===== src/rtl/bus_arbiter_pkg.sv =====
// Shared definitions for the LC-3 internal bus: source indices, gate one-hots and arbiter states.
package lc3_bus_pkg;

  localparam logic [2:0] BUS_IDX_PC     = 3'd0;
  localparam logic [2:0] BUS_IDX_MDR    = 3'd1;
  localparam logic [2:0] BUS_IDX_ALU    = 3'd2;
  localparam logic [2:0] BUS_IDX_MARMUX = 3'd3;
  localparam logic [2:0] BUS_IDX_VECTOR = 3'd4;
  localparam logic [2:0] BUS_IDX_PC_M1  = 3'd5;
  localparam logic [2:0] BUS_IDX_PSR    = 3'd6;
  localparam logic [2:0] BUS_IDX_SP     = 3'd7;

  localparam logic [7:0] GATE_NONE   = 8'h00;
  localparam logic [7:0] GATE_PC     = 8'h01;
  localparam logic [7:0] GATE_MDR    = 8'h02;
  localparam logic [7:0] GATE_ALU    = 8'h04;
  localparam logic [7:0] GATE_MARMUX = 8'h08;
  localparam logic [7:0] GATE_VECTOR = 8'h10;
  localparam logic [7:0] GATE_PC_M1  = 8'h20;
  localparam logic [7:0] GATE_PSR    = 8'h40;
  localparam logic [7:0] GATE_SP     = 8'h80;

  typedef enum logic [1:0] {
    StIdle,
    StGrant,
    StTurn
  } bus_state_e;

  function automatic logic [7:0] onehot8(input logic [2:0] idx);
    return 8'h01 << idx;
  endfunction

endpackage


===== src/rtl/bus_arbiter_if.sv =====
// Request/gate bundle between the LC-3 bus drivers (master side) and the bus arbiter (slave side).
interface bus_arbiter_if;
  logic [7:0] req;
  logic       flush;
  logic [7:0] gate_bus;
  logic [2:0] owner;
  logic       bus_busy;
  logic       gnt_new;

  modport master (
    output req,
    output flush,
    input  gate_bus,
    input  owner,
    input  bus_busy,
    input  gnt_new
  );

  modport slave (
    input  req,
    input  flush,
    output gate_bus,
    output owner,
    output bus_busy,
    output gnt_new
  );
endinterface


===== src/rtl/bus_arbiter_rr_pick8.sv =====
// 8-way priority picker: first set request at or after start_i, wrapping modulo 8.
module rr_pick8 (
  input  logic [7:0] req_i,
  input  logic [2:0] start_i,
  output logic [2:0] idx_o,
  output logic       valid_o
);

  logic [2:0] cand;
  logic       found;

  always_comb begin
    idx_o = 3'd0;
    found = 1'b0;
    cand  = 3'd0;
    for (int i = 0; i < 8; i++) begin
      cand = start_i + 3'(i);
      if (!found && req_i[cand]) begin
        idx_o = cand;
        found = 1'b1;
      end
    end
    valid_o = |req_i;
  end

endmodule


===== src/rtl/bus_arbiter.sv =====
// LC-3 internal bus arbiter: burst-limited grants with turnaround gaps, registered one-hot gate.
// Define BUS_ARB_RR_EN for round-robin selection; otherwise lowest index wins.
module bus_arbiter
  import lc3_bus_pkg::*;
#(
  parameter int unsigned MAX_BURST = 4,
  parameter int unsigned TURN_CYC  = 1
) (
  input logic          clk,
  input logic          rst,
  bus_arbiter_if.slave bus
);

  localparam logic [3:0] MaxBurstW = 4'(MAX_BURST);
  localparam logic [1:0] TurnW     = 2'(TURN_CYC);

  bus_state_e state_q, state_d;
  logic [7:0] gate_q, gate_d;
  logic [2:0] owner_q, owner_d;
  logic       busy_q, busy_d;
  logic       gnt_new_q, gnt_new_d;
  logic [3:0] burst_q, burst_d;
  logic [1:0] turn_q, turn_d;
  logic       mask_q, mask_d;

  logic       do_grant;
  logic       expiry;
  logic       arb_mask;
  logic [7:0] other_req;
  logic [7:0] arb_req;
  logic [2:0] start_idx;
  logic [2:0] pick_idx;
  logic       pick_valid;

`ifdef BUS_ARB_RR_EN
  logic [2:0] ptr_q, ptr_d;

  assign start_idx = ptr_q + 3'd1;
  assign ptr_d     = do_grant ? pick_idx : ptr_q;

  always_ff @(posedge clk or posedge rst) begin
    if (rst) begin
      ptr_q <= 3'd7;
    end else begin
      ptr_q <= ptr_d;
    end
  end
`else
  assign start_idx = 3'd0;
`endif

  // Owner that burned its full burst yields to any other requester in the next arbitration.
  assign expiry    = bus.req[owner_q] && (burst_q >= MaxBurstW);
  assign arb_mask  = ((state_q == StGrant) && expiry) || ((state_q == StTurn) && mask_q);
  assign other_req = bus.req & ~onehot8(owner_q);
  assign arb_req   = (arb_mask && (|other_req)) ? other_req : bus.req;

  rr_pick8 u_pick (
    .req_i   (arb_req),
    .start_i (start_idx),
    .idx_o   (pick_idx),
    .valid_o (pick_valid)
  );

  always_ff @(posedge clk or posedge rst) begin
    if (rst) begin
      state_q   <= StIdle;
      gate_q    <= GATE_NONE;
      owner_q   <= BUS_IDX_SP;
      busy_q    <= 1'b0;
      gnt_new_q <= 1'b0;
      burst_q   <= 4'd0;
      turn_q    <= 2'd0;
      mask_q    <= 1'b0;
    end else begin
      state_q   <= state_d;
      gate_q    <= gate_d;
      owner_q   <= owner_d;
      busy_q    <= busy_d;
      gnt_new_q <= gnt_new_d;
      burst_q   <= burst_d;
      turn_q    <= turn_d;
      mask_q    <= mask_d;
    end
  end

  always_comb begin
    state_d  = state_q;
    burst_d  = burst_q;
    turn_d   = turn_q;
    mask_d   = mask_q;
    do_grant = 1'b0;
    if (bus.flush) begin
      state_d = StIdle;
      burst_d = 4'd0;
      turn_d  = 2'd0;
      mask_d  = 1'b0;
    end else begin
      unique case (state_q)
        StIdle: begin
          if (pick_valid) begin
            state_d  = StGrant;
            burst_d  = 4'd1;
            do_grant = 1'b1;
          end
        end
        StGrant: begin
          if (bus.req[owner_q] && (burst_q < MaxBurstW)) begin
            burst_d = burst_q + 4'd1;
          end else if (TURN_CYC == 0) begin
            if (pick_valid) begin
              burst_d  = 4'd1;
              do_grant = 1'b1;
            end else begin
              state_d = StIdle;
              burst_d = 4'd0;
            end
          end else begin
            state_d = StTurn;
            burst_d = 4'd0;
            turn_d  = 2'd1;
            mask_d  = expiry;
          end
        end
        StTurn: begin
          if (turn_q == TurnW) begin
            turn_d = 2'd0;
            mask_d = 1'b0;
            if (pick_valid) begin
              state_d  = StGrant;
              burst_d  = 4'd1;
              do_grant = 1'b1;
            end else begin
              state_d = StIdle;
            end
          end else begin
            turn_d = turn_q + 2'd1;
          end
        end
        default: begin
          state_d = StIdle;
          burst_d = 4'd0;
          turn_d  = 2'd0;
          mask_d  = 1'b0;
        end
      endcase
    end
  end

  always_comb begin
    gate_d    = gate_q;
    owner_d   = owner_q;
    gnt_new_d = 1'b0;
    if (do_grant) begin
      owner_d   = pick_idx;
      gate_d    = onehot8(pick_idx);
      gnt_new_d = 1'b1;
    end else if (state_d != StGrant) begin
      gate_d = GATE_NONE;
    end
    busy_d = |gate_d;
  end

  assign bus.gate_bus = gate_q;
  assign bus.owner    = owner_q;
  assign bus.bus_busy = busy_q;
  assign bus.gnt_new  = gnt_new_q;

  gate_onehot_a: assert property (@(posedge clk) disable iff (rst) $onehot0(gate_q));

endmodule

===== src/flat_wrapper.sv =====
// flat-port wrapper written by rule: the top's interface ports become plain ports
module bus_arbiter_flat import lc3_bus_pkg::*;
#(
  parameter int unsigned MAX_BURST = 4,
  parameter int unsigned TURN_CYC  = 1
)
  (clk, rst, bus_req, bus_flush, bus_gate_bus, bus_owner, bus_bus_busy, bus_gnt_new);
  bus_arbiter_if bus_i ();
  input logic clk;
  input logic rst;
  input wire logic [$bits(bus_i.req)-1:0] bus_req;
  input wire logic [$bits(bus_i.flush)-1:0] bus_flush;
  output wire logic [$bits(bus_i.gate_bus)-1:0] bus_gate_bus;
  output wire logic [$bits(bus_i.owner)-1:0] bus_owner;
  output wire logic [$bits(bus_i.bus_busy)-1:0] bus_bus_busy;
  output wire logic [$bits(bus_i.gnt_new)-1:0] bus_gnt_new;
  assign bus_i.req = bus_req;
  assign bus_i.flush = bus_flush;
  assign bus_gate_bus = bus_i.gate_bus;
  assign bus_owner = bus_i.owner;
  assign bus_bus_busy = bus_i.bus_busy;
  assign bus_gnt_new = bus_i.gnt_new;
  bus_arbiter #(.MAX_BURST(MAX_BURST), .TURN_CYC(TURN_CYC)) u_core (.clk(clk), .rst(rst), .bus(bus_i));
endmodule

===== config.mk =====
export PLATFORM = sky130hd
export DESIGN_NAME = bus_arbiter_flat
export DESIGN_NICKNAME = d
export VERILOG_FILES = /design/src/rtl/bus_arbiter_pkg.sv /design/src/rtl/bus_arbiter_if.sv /design/src/rtl/bus_arbiter_rr_pick8.sv /design/src/rtl/bus_arbiter.sv /design/src/flat_wrapper.sv
export SDC_FILE = /design/constraint.sdc
export NUM_CORES = 1
export LEC_CHECK = 0
export ABC_CLOCK_PERIOD_IN_PS = 5600
export CAP_MARGIN = 20
export CORE_MARGIN = 3
export CORE_UTILIZATION = 35
export DETAILED_ROUTE_END_ITERATION = 12
export GPL_TIMING_DRIVEN = 0
export SYNTH_ARGS = -nofsm -noshare
export SYNTH_HDL_FRONTEND = slang
export SYNTH_SLANG_ARGS = --single-unit

===== constraint.sdc =====
create_clock -name clk -period 5.6 [get_ports clk]
set_input_delay 1.68 -clock clk [delete_from_list [all_inputs] [get_ports clk]]
set_output_delay 1.68 -clock clk [all_outputs]
set_load 0.005 [all_outputs]

==> summary.md, run 1 <==
| Metric | Value |
|---|---|
| Status | completed |
| Total grt overflow | 0 |
| DRC viols | 0 |
| Library cells used by synthesis | 64 |
| Post-CTS Resized | 0 |
| Vias in the first global route | 1461 |
| Clock tree from TritonCTS | done |
| Slowest-stage cell, CP | clkdlybuf4s50_1 |
| Core ar. | 4750 um2 |
| Share of the synthesized area in the top cell type | 27.3% |
| Post-synth EDFFs | 0 |
| Pwr/cell area | 348 nW/um2 |
| Max_slew headroom | 42.7% |
| Initial antenna violation count | 0 |
| Layout cells sized above 1 | 16.0% |
| FF+latch count, synth | 22 |
| Drt via density | 5.49 |
| Fill count | 483 |
| P_leak | 0.883 nW |
| CTS max path bufs | 2 |
| Largest net degree at the start of global routing | 23 |
| CTS clk-pin slew, worst paths | 0.08 ns |
| Post-synthesis sequential area ratio | 31.8% |
| WHS Path Cells | 2 |
| Final setup viols | 0 |
| Routed wire length | 4120 um |
| Slew Limit Fails | 0 |
| CTS buffer count | 3 |
| Worst-margin pin slew | 0.858 ns |
| Initial Util | 36.6% |
| Worst setup margin | 1.05 ns |
| CP peak stage delay | 0.58 ns |
| Commonest non-fill, non-tap cell in the layout | clkdlybuf4s50_1 |
| Clk sinks | 22 |
| Die X | 76.5 um |
| Final net count | 236 |
| HPWL after DPL | 3080 um |
| Detailed Routing Iterations Pass 1 | 4 |
| Synth area leaders | dfrtp_1 27%, dfstp_2 4.5%, nor2_1 4.1%, buf_6 3.9%, nand2_1 3.7% |
| Clock Latency Late Sink | 0.26 ns |
| Synthesized cell area | 1740 um2 |
| Synth area leader | dfrtp_1 |
| Setup TNS | 0 ns |
| CP Class | in2reg |
| FP Rows | 25 |
| Avg Cell Area, Syn | 9.06 um2 |
| Crit path max fanout | 9 |
| Hold WC Path Type | reg2reg |
| Synthesis Warnings | 0 |
| Post-synth net total | 208 |
| GRT Overall Usage | 14.5% |
| Antenna-violating nets left | 0 |
| Post-synthesis async set-or-reset flop share | 100% |
| Die area | 5850 um2 |
| Startpoint class of the critical path | input pin |
| Top delay family on crit path | compound AO/OA/AOI/OAI gates |
| Worst EP arrival | 4.74 ns |
| Setup Fix Bufs, Post-CTS | 0 |
| Total stage count of the critical path | 9 |
| Final Hold Viols | 0 |
| WP data required | 5.80 ns |
| R2R cell count | 9 |
| H-tree depth | 1 |
| CP Buf/Inv Count | 1 |
| Die height | 76.5 um |
| Fin crit share | 81.2% |
| P&R area growth vs syn | 21.2% |
| Syn Inst Count | 192 |
| Fmax | 220 MHz |
| Worst setup EP type | flop |
| Placer Congestion | 0.851 |
| Via Count | 1569 |
| Dominant synthesized flop cell | dfrtp_1 |
| # hold bufs at CTS | 0 |
| Max Cap Viol | 0 |
| Most frequent cells in the layout | 23 x clkdlybuf4s50_1, 19 x nor2_1, 19 x dfrtp_1 |
| Total power | 0.735 mW |
| RSZ-0062 raised after global routing | no |
| DRT iter0 DRCs | 164 |
| Peak VDD IR | 0.221 mV |
| Ant. Diodes | 0 |
| Port Buffer Count | 23 |
| CP Cell Sequence | clkdlybuf4s50_1 > and2b_1 > a222oi_1 > o41ai_1 > o22ai_1 > o21ai_4 > o31ai_1 > nor3b_4 > a22o_1 |
| Pre-CTS WS | 0.803 ns |
| Fin crit period | 4.55 ns |
| Finished Core Util | 44.4% |
| Fin Clk Skew | 0.00380 ns |
| IO Pins | 24 |
| CTS Root Cell | clkbuf_8 |
| Routed WL per cell | 14.4 um |
| Global-route wire length before repair | 7090 um |
[where the power goes]
part           internal [mW]  switching (mW)
logic                  0.185           0.215
clock network         0.0626          0.0510
registers              0.195          0.0258
total                  0.443           0.291
[state kept, by name, summed over array words and instances, names as in the netlist]
name	cells
u_core.turn_q	2
u_core.state_q	2
u_core.bus.gnt_new	1
u_core.burst_q	4
u_core.bus.bus_busy	1
u_core.mask_q	1
u_core.bus.owner	3
u_core.bus.gate_bus	8
[worst min-delay path, cell delays in order, from the launching register on]
cell	delay, ns
dfrtp_1	0.38
nand2_1	0.06
a21oi_1	0.05
[per-layer routing]
| metal | global-route usage, % | wire, um |
|---|---|---|
| met2 | 24.3 | 1940 |
| met4 | 2.36 | 23 |
| met3 | 2.60 | 163 |
| met1 | 19.8 | 1990 |
| met5 | 0 | 0 |
[logic make-up (layout without fill, tap and decap cells)]
group,after synthesis,in the layout,synth area share [%]
fa+ha+maj,5,5,3.59
buf+inv,23,50,8.34
compound gates,63,63,29.5
flops,22,22,31.8
simple gates,74,74,23.5
mux,5,5,3.23
[through the flow]
| step | hold slack (ns) | cell area (um2) | instances |
|---|---|---|---|
| after global routing | 0.556 | 2110 | 286 |
| after detailed placement | 0.519 | 2050 | 282 |
| after global placement | 0.515 | 2050 | 282 |
| after floorplan | 0.501 | 1740 | 192 |
| after CTS | 0.529 | 2110 | 286 |
| final | 0.526 | 2110 | 286 |
[final timing paths]
check / startpoint / end / slack, ns
max: bus_req[2] / u_core.bus.gate_bus[4] / 1.05
min reg2reg: u_core.burst_q[1] / u_core.burst_q[1] / 0.53
max in group asynchronous: rst / u_core.bus.gate_bus[4] / 3.18
max reg2reg: u_core.bus.owner[1] / u_core.bus.gate_bus[4] / 2.43
min in group asynchronous: rst / u_core.bus.gate_bus[5] / 1.89
min: u_core.burst_q[1] / u_core.burst_q[1] / 0.53
[area by class of cell]
| class | instances | area (um2) | share of cell area (%) |
|---|---|---|---|
| well taps | 67 | 83.8 | 3.97 |
| clock buffers | 4 | 55.1 | 2.61 |
| inverters | 12 | 45.0 | 2.14 |
| flip-flops and latches | 22 | 554 | 26.3 |
| plain buffers | 11 | 100 | 4.74 |
| multi-input cells | 147 | 1040 | 49.3 |
| repair buffers | 23 | 230 | 10.9 |
[Yosys cell counts (all sizes together), types with 2 or more instances]
| cell | count |
|---|---|
| inv | 12 |
| o21a | 4 |
| a31o | 2 |
| a21oi | 11 |
| or2 | 3 |
| mux2 | 2 |
| dfstp | 3 |
| a41oi | 2 |
| nor2 | 19 |
| nor4 | 3 |
| dfrtp | 19 |
| nor2b | 3 |
| or4 | 2 |
| nand2 | 17 |
| nor3 | 4 |
| nand4 | 3 |
| a22o | 4 |
| or3 | 3 |
| buf | 9 |
| o2bb2ai | 3 |
| a31oi | 6 |
| nand3 | 4 |
| and2b | 4 |
| a32o | 2 |
| o21ai | 6 |
| nor3b | 2 |
| o41ai | 2 |
| ha | 5 |
| mux2i | 3 |
| o31ai | 3 |
| a221oi | 2 |
| a22oi | 3 |
| a21o | 2 |
| a211oi | 2 |
(Power assumes the default switching activity.)
==> inputs of run 2 (changes only) <==
--- a/config.mk
+++ b/config.mk
@@ -5,7 +5,7 @@
 export SDC_FILE = /design/constraint.sdc
 export NUM_CORES = 1
 export LEC_CHECK = 0
-export ABC_CLOCK_PERIOD_IN_PS = 5600
+export ABC_CLOCK_PERIOD_IN_PS = 4300
 export CAP_MARGIN = 20
 export CORE_MARGIN = 3
 export CORE_UTILIZATION = 35
==> constraint.sdc (replaced) <==
create_clock -name clk -period 4.3 [get_ports clk]
set_input_delay 1.29 -clock clk [delete_from_list [all_inputs] [get_ports clk]]
set_output_delay 1.29 -clock clk [all_outputs]
set_load 0.005 [all_outputs]
==> run 2 against run 1 <==
Clock skew shrank 0.0021 ns. Power grew 31%. Sequential share of layout area shrank 0.25 points. Flip-flop and latch count is the same. Setup slack lost 0.84 ns. Critical path depth grew 3. Critical endpoint unchanged. Largest cell class unchanged. Highest routed layer unchanged.
==> summary.md, run 2 (same netlist as run 1, synthesis figures left out) <==
| Metric | Value |
|---|---|
| Status | completed |
| CTS buffer count | 3 (unchanged) |
| Total grt overflow | 0 (unchanged) |
| Via Count | 1559 (-0.64%) |
| Placer Congestion | 0.851 (unchanged) |
| H-tree depth | 1 (unchanged) |
| FP Rows | 25 (unchanged) |
| Final setup viols | 0 (unchanged) |
| Clk sinks | 22 (unchanged) |
| Pre-CTS WS | -0.107 ns (-0.910 ns) |
| Fin Clk Skew | 0.00174 ns (-0.00206 ns) |
| DRC viols | 0 (unchanged) |
| Most frequent cells in the layout | 23 x clkdlybuf4s50_1, 19 x nor2_1, 19 x dfrtp_1 |
| Pwr/cell area | 452 nW/um2 (+30%) |
| Largest net degree at the start of global routing | 23 (unchanged) |
| Peak VDD IR | 0.288 mV (+30%) |
| Initial Util | 36.6% (unchanged) |
| Final Hold Viols | 0 (unchanged) |
| Design Area, Final | 2130 um2 (+0.95%) |
| Finished Core Util | 44.8% (+0.42 points) |
| Hold WC Path Type | reg2reg |
| CP Class | in2reg |
| Vias in the first global route | 1461 (unchanged) |
| Flop pwr share | 29.9% (-0.2 points) |
| Slew Limit Fails | 0 (unchanged) |
| GRT Overall Usage | 14.5% (unchanged) |
| Clock power frac | 15.5% (about the same) |
| P_leak | 0.891 nW (+0.93%) |
| Ant. Diodes | 0 (unchanged) |
| Final net count | 237 (+0.42%) |
| Int Pwr | 0.583 mW (+31%) |
| Fill count | 481 (-0.41%) |
| WP data required | 4.45 ns (-1.35 ns) |
| Commonest non-fill, non-tap cell in the layout | clkdlybuf4s50_1 |
| Die height | 76.5 um (unchanged) |
| CTS Root Cell | clkbuf_8 |
| Max_slew headroom | 43.8% (+1.1 points) |
| Worst-margin pin slew | 0.842 ns (-0.0164 ns) |
| Die X | 76.5 um (unchanged) |
| Port Buffer Count | 23 (unchanged) |
| Combinational power share | 54.6% (+0.2 points) |
| CTS max path bufs | 2 (unchanged) |
| Sw frac | 39.5% (-0.12 points) |
| Die area | 5850 um2 (unchanged) |
| Max Cap Viol | 0 (unchanged) |
| Routed WL per cell | 14.3 um (-0.95%) |
| HPWL after DPL | 3080 um (unchanged) |
| Core ar. | 4750 um2 (unchanged) |
| Crit path max fanout | 10 (+1) |
| Worst setup margin | 0.213 ns (-0.840 ns) |
| Multi-input gate area | 1040 um2 (unchanged) |
| Clock Latency Late Sink | 0.26 ns (about the same) |
| P&R area growth vs syn | 22.4% |
| Fmax | 245 MHz |
| Fin crit period | 4.09 ns |
| Register Area | 554 um2 (unchanged) |
| Initial antenna violation count | 0 (unchanged) |
| IO Pins | 24 (unchanged) |
| Fin crit share | 95.0% |
| Startpoint class of the critical path | input pin |
| Placed Area | 2050 um2 (unchanged) |
| Setup TNS | 0 ns (unchanged) |
| Layout cells sized above 1 | 16.4% (+0.38 points) |
| Antenna-violating nets left | 0 (unchanged) |
| Routed wire length | 4100 um (-0.61%) |
| CTS clk-pin slew, worst paths | 0.08 ns (about the same) |
| RSZ-0062 raised after global routing | no |
| Drt via density | 5.43 (-0.98%) |
| Detailed Routing Iterations Pass 1 | 4 (unchanged) |
| P_sw | 0.381 mW (+31%) |
| Worst EP arrival | 4.24 ns (-0.50 ns) |
| Global-route wire length before repair | 7090 um (unchanged) |
| Worst hold margin | 0.526 ns (+0.00000300 ns) |
| Worst setup EP type | flop |
| Max reg flops | 8 (unchanged) |
| DRT iter0 DRCs | 172 (+4.9%) |
| Clock tree from TritonCTS | done |
-- run 2: changes by cell type in the layout (fill, tap and decap cells not counted), sizes merged --
cell,change
buf,+1
-- run 2: path summary, 6_finish.rpt --
| kind | startpoint | to | slack, ns | depth (start not counted) |
|---|---|---|---|---|
| max in group asynchronous | rst | u_core.bus.gate_bus[3] | 2.29 | 2 |
| max reg2reg | u_core.bus.owner[2] | u_core.bus.gate_bus[4] | 1.15 | 11 |
| max | bus_req[2] | u_core.bus.gate_bus[4] | 0.21 | 12 |
| min | u_core.burst_q[1] | u_core.burst_q[1] | 0.53 | 2 |
| min in group asynchronous | rst | u_core.bus.gate_bus[5] | 1.49 | 2 |
| min reg2reg | u_core.burst_q[1] | u_core.burst_q[1] | 0.53 | 2 |
-- run 2: per-layer routing --
| metal | global-route usage [%] | vias up | wire (um) | share of wire (%) |
|---|---|---|---|---|
| li1 | - | 775 | - | - |
| met1 | 19.8 | 746 | 1960 | 48 |
| met2 | 24.3 | 34 | 1950 | 48 |
| met3 | 2.60 | 4 | 161 | 3.9 |
| met4 | 2.36 | 0 | 23 | 0.56 |
| met5 | 0 | - | 0 | 0 |
-- run 2: worst max-delay path, stage by stage --
cell and delay (ns):
clkdlybuf4s50_1 0.57, and2b_1 0.23, a222oi_1 0.45, or4_1 0.20, buf_6 0.14, a41oi_2 0.12
o21a_1 0.20, buf_6 0.15, nor4_2 0.42, nor3b_4 0.09, buf_12 0.15, a22o_1 0.23
-- run 2: stage by stage --
stage / total power, mW / cells
after floorplan: 0.662 / 192
after global placement: 0.810 / 282
after detailed placement: 0.811 / 282
after CTS: 0.964 / 286
after global routing: 1.04 / 287
final: 0.964 / 287
-- run 2: repair_timing --
action	4_1_cts	5_1_grt
hold endpoints to repair	0	0
setup endpoints to repair	0	9
hold buffers	0	0
gates resized for setup	0	0
buffers inserted	0	1
-- run 2: area by class of cell --
class | count | share of cell area [%]
clock buffer | 4 | 2.59
sequential | 22 | 26.0
inverter | 12 | 2.12
tap | 67 | 3.94
buffer | 11 | 4.70
multi-input combinational | 147 | 48.9
timing repair buffer | 24 | 11.8
-- run 2: power by group through the flow --
stage          Sequential (mW)  Combinational (mW)  Clock [mW]
2_1_floorplan            0.287               0.375           0
3_3_place_gp             0.291               0.519           0
3_5_place_dp             0.293               0.518           0
4_1_cts                  0.289               0.521       0.154
5_1_grt                  0.293               0.588       0.162
6_report                 0.288               0.526       0.149
